File: src/rtl/inst_loader.sv
// Byte-serial program loader: assembles 16-bit instructions from a framed byte
// stream, buffers them in a small FIFO and writes them to instruction memory.
module inst_loader #(
    parameter int         ISA_WIDTH  = 16,
    parameter int         FIFO_DEPTH = 4,
    parameter logic [7:0] SYNC_BYTE  = 8'hA5
) (
    input  logic                 clk,
    input  logic                 rst,
    input  logic [7:0]           in_data,
    input  logic                 in_valid,
    output logic                 in_ready,
    input  logic                 inst_ready,
    output logic                 inst_wen,
    output logic [ISA_WIDTH-1:0] input_inst,
    output logic                 busy,
    output logic                 load_done,
    output logic [7:0]           err_cnt
);

    localparam int PTR_W = $clog2(FIFO_DEPTH);

    localparam logic [2:0] ST_IDLE  = 3'd0;
    localparam logic [2:0] ST_COUNT = 3'd1;
    localparam logic [2:0] ST_LO    = 3'd2;
    localparam logic [2:0] ST_HI    = 3'd3;
    localparam logic [2:0] ST_DRAIN = 3'd4;

    localparam logic [PTR_W-1:0] PTR_ONE  = PTR_W'(1);
    localparam logic [PTR_W:0]   CNT_ONE  = (PTR_W + 1)'(1);
    localparam logic [PTR_W:0]   CNT_FULL = (PTR_W + 1)'(FIFO_DEPTH);

    logic [2:0]           state_r;
    logic [2:0]           state_nxt_s;
    logic [8:0]           remain_r;
    logic [7:0]           lo_byte_r;
    logic [ISA_WIDTH-1:0] fifo_mem_r [FIFO_DEPTH];
    logic [PTR_W-1:0]     wr_ptr_r;
    logic [PTR_W-1:0]     rd_ptr_r;
    logic [PTR_W:0]       count_r;
    logic                 inst_wen_r;
    logic [ISA_WIDTH-1:0] input_inst_r;
    logic                 load_done_r;
    logic [7:0]           err_cnt_r;

    logic fifo_full_s;
    logic fifo_empty_s;
    logic accept_s;
    logic push_s;
    logic pop_s;
    logic in_ready_s;

    assign fifo_full_s  = (count_r == CNT_FULL);
    assign fifo_empty_s = (count_r == {(PTR_W + 1){1'b0}});
    assign accept_s     = in_valid && in_ready_s;
    assign push_s       = accept_s && (state_r == ST_HI);
    assign pop_s        = !fifo_empty_s && inst_ready;

    assign in_ready   = in_ready_s;
    assign busy       = (state_r != ST_IDLE);
    assign inst_wen   = inst_wen_r;
    assign input_inst = input_inst_r;
    assign load_done  = load_done_r;
    assign err_cnt    = err_cnt_r;

    // Byte acceptance depends only on state and FIFO room
    always_comb begin
        in_ready_s = 1'b0;
        case (state_r)
            ST_IDLE:  in_ready_s = 1'b1;
            ST_COUNT: in_ready_s = 1'b1;
            ST_LO:    in_ready_s = 1'b1;
            ST_HI:    in_ready_s = !fifo_full_s;
            ST_DRAIN: in_ready_s = 1'b0;
            default:  in_ready_s = 1'b0;
        endcase
    end

    // Frame sequencing
    always_comb begin
        state_nxt_s = state_r;
        case (state_r)
            ST_IDLE: begin
                if (accept_s && (in_data == SYNC_BYTE)) state_nxt_s = ST_COUNT;
                else                                    state_nxt_s = ST_IDLE;
            end
            ST_COUNT: begin
                if (accept_s) state_nxt_s = ST_LO;
                else          state_nxt_s = ST_COUNT;
            end
            ST_LO: begin
                if (accept_s) state_nxt_s = ST_HI;
                else          state_nxt_s = ST_LO;
            end
            ST_HI: begin
                if (push_s && (remain_r == 9'd1)) state_nxt_s = ST_DRAIN;
                else if (push_s)                  state_nxt_s = ST_LO;
                else                              state_nxt_s = ST_HI;
            end
            ST_DRAIN: begin
                // Empty FIFO here means the final write is on the bus this cycle
                if (fifo_empty_s) state_nxt_s = ST_IDLE;
                else              state_nxt_s = ST_DRAIN;
            end
            default: state_nxt_s = ST_IDLE;
        endcase
    end

    // State, frame counters and error counter
    always_ff @(posedge clk) begin
        if (rst) begin
            state_r     <= ST_IDLE;
            remain_r    <= 9'd0;
            lo_byte_r   <= 8'd0;
            err_cnt_r   <= 8'd0;
            load_done_r <= 1'b0;
        end else begin
            state_r     <= state_nxt_s;
            load_done_r <= (state_r == ST_DRAIN) && fifo_empty_s;
            if ((state_r == ST_IDLE) && accept_s && (in_data != SYNC_BYTE) &&
                (err_cnt_r != 8'hFF)) begin
                err_cnt_r <= err_cnt_r + 8'd1;
            end
            if ((state_r == ST_COUNT) && accept_s) begin
                remain_r <= (in_data == 8'd0) ? 9'd256 : {1'b0, in_data};
            end else if (push_s) begin
                remain_r <= remain_r - 9'd1;
            end
            if ((state_r == ST_LO) && accept_s) begin
                lo_byte_r <= in_data;
            end
        end
    end

    // FIFO pointers, occupancy and the registered write port
    always_ff @(posedge clk) begin
        if (rst) begin
            wr_ptr_r     <= {PTR_W{1'b0}};
            rd_ptr_r     <= {PTR_W{1'b0}};
            count_r      <= {(PTR_W + 1){1'b0}};
            inst_wen_r   <= 1'b0;
            input_inst_r <= {ISA_WIDTH{1'b0}};
        end else begin
            if (push_s) wr_ptr_r <= wr_ptr_r + PTR_ONE;
            if (pop_s)  rd_ptr_r <= rd_ptr_r + PTR_ONE;
            case ({push_s, pop_s})
                2'b10:   count_r <= count_r + CNT_ONE;
                2'b01:   count_r <= count_r - CNT_ONE;
                default: count_r <= count_r;
            endcase
            inst_wen_r <= pop_s;
            if (pop_s) input_inst_r <= fifo_mem_r[rd_ptr_r];
        end
    end

    // FIFO storage needs no reset; occupancy guards every read
    always_ff @(posedge clk) begin
        if (push_s) fifo_mem_r[wr_ptr_r] <= {in_data, lo_byte_r};
    end

endmodule

File: config.mk
export PLATFORM = sky130hd
export DESIGN_NAME = inst_loader
export DESIGN_NICKNAME = d
export VERILOG_FILES = /design/src/rtl/inst_loader.sv
export SDC_FILE = /design/constraint.sdc
export NUM_CORES = 1
export LEC_CHECK = 0
export CAP_MARGIN = 30
export CELL_PAD_IN_SITES_DETAIL_PLACEMENT = 0
export CELL_PAD_IN_SITES_GLOBAL_PLACEMENT = 1
export CORE_ASPECT_RATIO = 0.5
export CORE_UTILIZATION = 25
export DETAILED_ROUTE_END_ITERATION = 8
export HOLD_SLACK_MARGIN = 0.15
export PLACE_DENSITY_LB_ADDON = 0.1
export SYNTH_ARGS = -nofsm -noshare
export SYNTH_HDL_FRONTEND = slang
export SYNTH_SLANG_ARGS = --single-unit
File: constraint.sdc
create_clock -name clk -period 3.11 [get_ports clk]
set_clock_uncertainty 0.1 [all_clocks]
set_input_delay 0.311 -clock clk [delete_from_list [all_inputs] [get_ports clk]]
set_output_delay 0.311 -clock clk [all_outputs]
set_load 0.02 [all_outputs]
Word level (Yosys, flattened, before mapping) --
Memory sizes are Yosys's and may differ from the RTL's. A register that Yosys moved wholly into a read port is not among the register bits. Cells that the tools add are included.
Cells by class: add/subtract/negate cells 6, reduce and logical (&&, ||, !) cells 20, eq/ne operators 11, multiplexer cells 14
Operator list (count):
- $mux W9 | 3
- $ne A8 B8 Y1 const B | 2
- $pmux W3 S5 | 1
- $logic_and A1 B1 Y1 | 11
- $eq A9 B1 Y1 const B | 1
- $sub A9 B1 Y9 const B | 1
- $add A8 B1 Y8 const B | 1
- $eq A8 B8 Y1 const B | 1
- $logic_not A8 Y1 | 1
- $eq A3 B2 Y1 const B | 2
- $eq A3 B3 Y1 const B | 2
- $logic_not A3 Y1 | 2
- $mux W3 | 2
- $pmux W3 S2 | 1
- $mux W1 | 5
- $add A2 B1 Y2 const B | 2
- $reduce_bool A2 Y1 | 2
- $add A3 B1 Y3 const B | 1
- $eq A3 B1 Y1 const B | 1
- $reduce_bool A3 Y1 | 1
- $reduce_or A3 Y1 | 1
- $sub A3 B1 Y3 const B | 1
- $eq A2 B1 Y1 const B | 1
- $eq A2 B2 Y1 const B | 1
- 3 further kinds | 4
Storage, ports and cells: bits in registers 37, memories kept 1, bits in writable memories 64, logic and storage cells 61, bits of input ports 12, output and inout bits 28
Memories:
- fifo_mem_r | words 4, width 16, read ports 1, clocked after memory_dff 1, wr ports 1, line 37 | logic [ISA_WIDTH-1:0] fifo_mem_r [FIFO_DEPTH];

Longest topological paths before layout --
depth after elaboration 8, depth in mapped cells 11, gate-level depth less buffers 9

Worst setup path before layout --
No wires, ideal clock.
path kind register to register, start point register state_r[2], end point register count_r[2], clock period less this slack 2.409 ns, data arrival time 2.238 ns, setup slack 0.701 ns, required time 2.940 ns, buffers on the path 2, setup time 0.070 ns, stages on the path, launching flop included 12, path through dfxtp_1 -> clkbuf_1 -> nand3b_1 -> nor3_2 -> buf_2 -> inv_1 -> ha_1 -> inv_1 -> fa_1 -> xor2_1 -> or3_1 -> a21oi_1
On the way: word-level cells in the longest chain between the ends 7, elaborated cells on any way between the ends 12, those cells by class eq/ne (5); mux (2); reduce/logical (5)
RTL lines:
- start, declared | line 33 | logic [2:0] state_r;
- start signal, assigned | line 118 | state_r <= state_nxt_s;
- $eq A3 B1 Y1, or another cell as far along | line 69 | case (state_r)
- $reduce_or A3 Y1 (no source line)
- $pmux W1 S2 | line 69
- $logic_and A1 B1 Y1 | line 55 | assign accept_s = in_valid && in_ready_s;
- $logic_and A1 B1 Y1 (*) | line 56 | assign push_s = accept_s && (state_r == ST_HI);
- $eq A2 B1 Y1 or $eq A2 B2 Y1 (tied branches) | line 146 | case ({push_s, pop_s})
- $pmux W3 S2 or $reduce_bool A2 Y1 (tied branches)
- end signal, assigned | line 147 | 2'b10: count_r <= count_r + CNT_ONE;
- end signal, assigned | line 148 | 2'b01: count_r <= count_r - CNT_ONE;
- end signal, assigned | line 149 | default: count_r <= count_r;
- end, declared | line 40 | logic [PTR_W:0] count_r;
Every way passes the cells marked *; elsewhere a longest branch is shown, timed or not. A chain may end at the register's enable or synchronous reset.

Worst setup path in the final report --
Same ends and word-level chain as after synthesis.

==> metrics.csv <==
stage,metric,value,unit
status,run status,"finished, final reports clean",
floorplan,full die area,0.0198,sq mm
global_routing,antenna violations before repair,0,
yosys,"Cell Area, Synth",0.00480,sq mm
global_routing,first-pass GRT wire length,18200,microns
drt,drt pass-1 iters,4,
min_path,Hold Crit Endpoint,input_inst[8],
min_path,WHS Path Cells,2,
worst_setup_path,CP startpoint kind,flop,
yosys,synthesized instance count,376,
floorplan,IO Pins,40,
placed_design,IO buf count,39,
yosys,Cell variety after synth,58,
yosys,top-area cell type share of the netlist area,0.400,
yosys,Avg Inst Size Synth,12.8,sq um
placed_design,GPL Wtd Cong,0.775,
cts,number of setup buffers added after CTS,0,
global_routing,GR Util met1,0.161,
global_routing,Total Routing Usage GR,0.124,
floorplan,die width,198,microns
power_and_ir_drop,combinational fraction of design power,0.019,
drt,1st-iter DRT viols,192,
worst_setup_path,RR Startpoint,state_r[2],
final_layout,area grow syn2layout,27.1,%
cts,"Hold-fix buffers, CTS",0,
drt,DR vias/cell,4.45,
yosys,cell type with the largest total area after synthesis,edfxtp_1,
final_layout,Non-Filler Instances,703,
min_path,Hold Crit Start,input_inst[8],
sta,Slew Limit Fails,0,
cts,CTS Root Cell,clkbuf_16,
yosys,"Seq/Total Area, Yosys",0.621,
power_and_ir_drop,internal power,2.78,mW
cts,htree depth,4,
worst_setup_path,Setup crit end kind,flop,
final_layout,Filler cells,1839,
worst_setup_path,CP required,3.34,ns
global_routing,Overflow after GRT,0,
final_layout,register area,0.00298,sq mm
power_and_ir_drop,Psw,774,uW
worst_setup_path,Reg2Reg Setup Slack,0.80,ns
cts,Worst-Skew Late Latency,0.40,ns
floorplan,Starting Density,0.258,
power_and_ir_drop,Leakage,1.97,nW
floorplan,core area,0.0186,sq mm
worst_setup_path,CP Data Arrival Time,2.54,ns
worst_setup_path,Crit path largest cell delay,0.53,ns
global_routing,largest net degree at the start of global routing,36,
drt,DR WL/cell,16.1,microns
worst_setup_path,Buf/Inv on CP,2,
power_and_ir_drop,P per Cell Area,582,mW/mm^2
sta,final setup vio count,0,
worst_setup_path,FF-to-FF End,count_r[2],
worst_setup_path,most frequent CP cell,inv_1,
drt,final wirelength,11400,microns
yosys,syn nets,397,
final_layout,"most common cell after layout, fill and taps aside",edfxtp_1,
yosys,YS warnings,0,
cts,PostCTS Resize Cnt,0,
final_layout,layout cells sized above 1,0.164,
job,Max Cap Viol,0,
floorplan,row cnt,35,
yosys,Yosys reg bits,117,
global_routing,grt met3 use,0.0353,
global_routing,most used routing layer,met2,
final_layout,Final Cell Area,0.00610,sq mm
worst_setup_path,worst-path cell chain,nand3b_1 -> nor3_2 -> inv_1 -> ha_1 -> inv_1 -> fa_1 -> xor2_1 -> or3_1 -> a21oi_1,
sta,worst slew pin tran,0.928,ns
cts,total CTS buffers,17,
placed_design,HPWL after DPL,7480,microns
min_path,min-delay worst type,flop to flop,
sta,unrepaired setup endpoints after global routing,false,
final_layout,"Net count, final",452,
cts,clock net sink count,117,
cts,CTS tree,yes,
drt,post-route ant nets,0,
final_layout,most frequent cells in the layout,"64 x edfxtp_1, 53 x dfxtp_1, 43 x nand2_1, 38 x clkdlybuf4s50_1, 37 x a21oi_1",
final_layout,area of the multi-input gates,0.00167,sq mm
worst_setup_path,critical path's slowest cell,dfxtp_1,
drt,DR vias,3130,
global_routing,vias in the first global route,3258,
worst_setup_path,critical path class,flop to flop,
yosys,synth top area cells,"edfxtp_1 40%, dfxtp_1 22%, mux4_2 7.5%",
drt,DR DRC count,0,
worst_setup_path,Worst Path Max Fanout,11,
sta,final worst path period need,2.31,ns
power_and_ir_drop,Flop pwr share,0.458,
placed_design,dpl cells,671,
global_routing,met2 Usage GRT,0.205,
power_and_ir_drop,Switching Share,0.218,
power_and_ir_drop,Peak VDD IR,0.481,mV
sta,Setup TNS,0,ns
sta,Slew headroom,0.381,
yosys,ys flop type,edfxtp_1,
sta,fmax,434,MHz
sta,Setup WS post-layout,0.804,ns
worst_setup_path,"CP delay by family, top",simple AND/OR/NAND/NOR gates,
sta,"Period Utilization, post-route",0.741,
sta,final hold violations,0,
power_and_ir_drop,power share of the clock group,0.523,
floorplan,die span in y,100,microns
yosys,Post-synth EDFFs,64,
cts,Worst-path clk slew,0.06,ns
placed_design,post-place setup slack,0.538,ns
yosys,fraction of registers with async set/reset,0,
placed_design,placed cell area,0.00553,sq mm
cts,Max Root-Sink Buffers,2,
worst_setup_path,cells on worst reg2reg path,9,
final_layout,antenna cells,0,
==> power groups by stage <==
stage	registers (mW)	clock network, mW	logic, mW
final	1.63	1.86	0.0678
after global routing	1.63	1.97	0.0741
after CTS	1.63	1.90	0.0691
after detailed placement	1.66	0	0.0690
after global placement	1.66	0	0.0681
after floorplan	1.66	0	0.0230
==> metal layers <==
| layer | vias up | routed length, microns |
|---|---|---|
| li1 | 1515 | - |
| met5 | - | 0 |
| met3 | 10 | 451 |
| met1 | 1539 | 5450 |
| met2 | 66 | 5350 |
| met4 | 0 | 94 |
==> Yosys cell counts (all sizes together), types with 2 or more instances <==
cell,number
buf,10
clkbuf,9
or3b,3
nand2,43
or4,5
nor2,26
nor3,5
a21oi,37
nand2b,2
mux2i,10
or3,7
dfxtp,53
mux4,16
and3b,2
nand3,4
o311ai,2
ha,8
o22ai,2
xor2,3
nand4,4
nor4b,4
edfxtp,64
a32oi,3
inv,14
xnor2,2
o21ai,8
a41oi,2
nand3b,2
o31ai,5
and2,4
==> state kept, by name, indices dropped and copies added, names as in the netlist <==
register    count
lo_byte_r       8
state_r         3
err_cnt         8
load_done       1
fifo_mem_r     64
count_r         3
remain_r        9
wr_ptr_r        2
rd_ptr_r        2
inst_wen        1
input_inst     16
==> cell type report <==
cell class	instances	area share
inverter	14	0.00862
clock inverter	13	0.0203
tap	259	0.0531
multi-input combinational	226	0.273
clock buffer	19	0.0726
timing repair buffer	55	0.0829
sequential	117	0.489
==> tightest hold or removal path, cell delays in order, from the launching register on <==
cell	delay, ns
dfxtp_1	0.31
nand2_1	0.05
a21oi_1	0.05
==> worst max-delay path by stage <==
| stage | from | endpoint | slack, ns | depth (start not counted) |
|---|---|---|---|---|
| 3_5_place_dp | in_valid | count_r[2] | 0.54 | 10 |
| 5_1_grt | state_r[2] | count_r[2] | 0.61 | 9 |
| 6_report | state_r[2] | count_r[2] | 0.80 | 9 |
| 2_1_floorplan | state_r[2] | count_r[2] | 0.70 | 11 |
| 3_3_place_gp | in_valid | count_r[2] | 0.62 | 10 |
| 4_1_cts | state_r[2] | count_r[2] | 0.78 | 9 |
==> metrics by stage <==
| step | power, mW | utilization | hold slack [ns] |
|---|---|---|---|
| floorplan | 1.68 | - | 0.310 |
| finish | 3.55 | 0.328 | 0.354 |
| global route | 3.67 | 0.328 | 0.373 |
| CTS | 3.60 | 0.328 | 0.357 |
| detailed placement | 1.73 | 0.297 | 0.349 |
| global placement | 1.73 | 0.297 | 0.344 |
==> logic make-up after synthesis <==
family | synth area share
adder cells (fa/ha/maj) | 0.0250
flip-flops | 0.621
AO/OA/AOI/OAI | 0.0897
XOR/XNOR | 0.00912
buffers and inverters | 0.0313
AND/OR/NAND/NOR | 0.128
multiplexers | 0.0959
No activity file was read; power rests on OpenSTA's default activity.
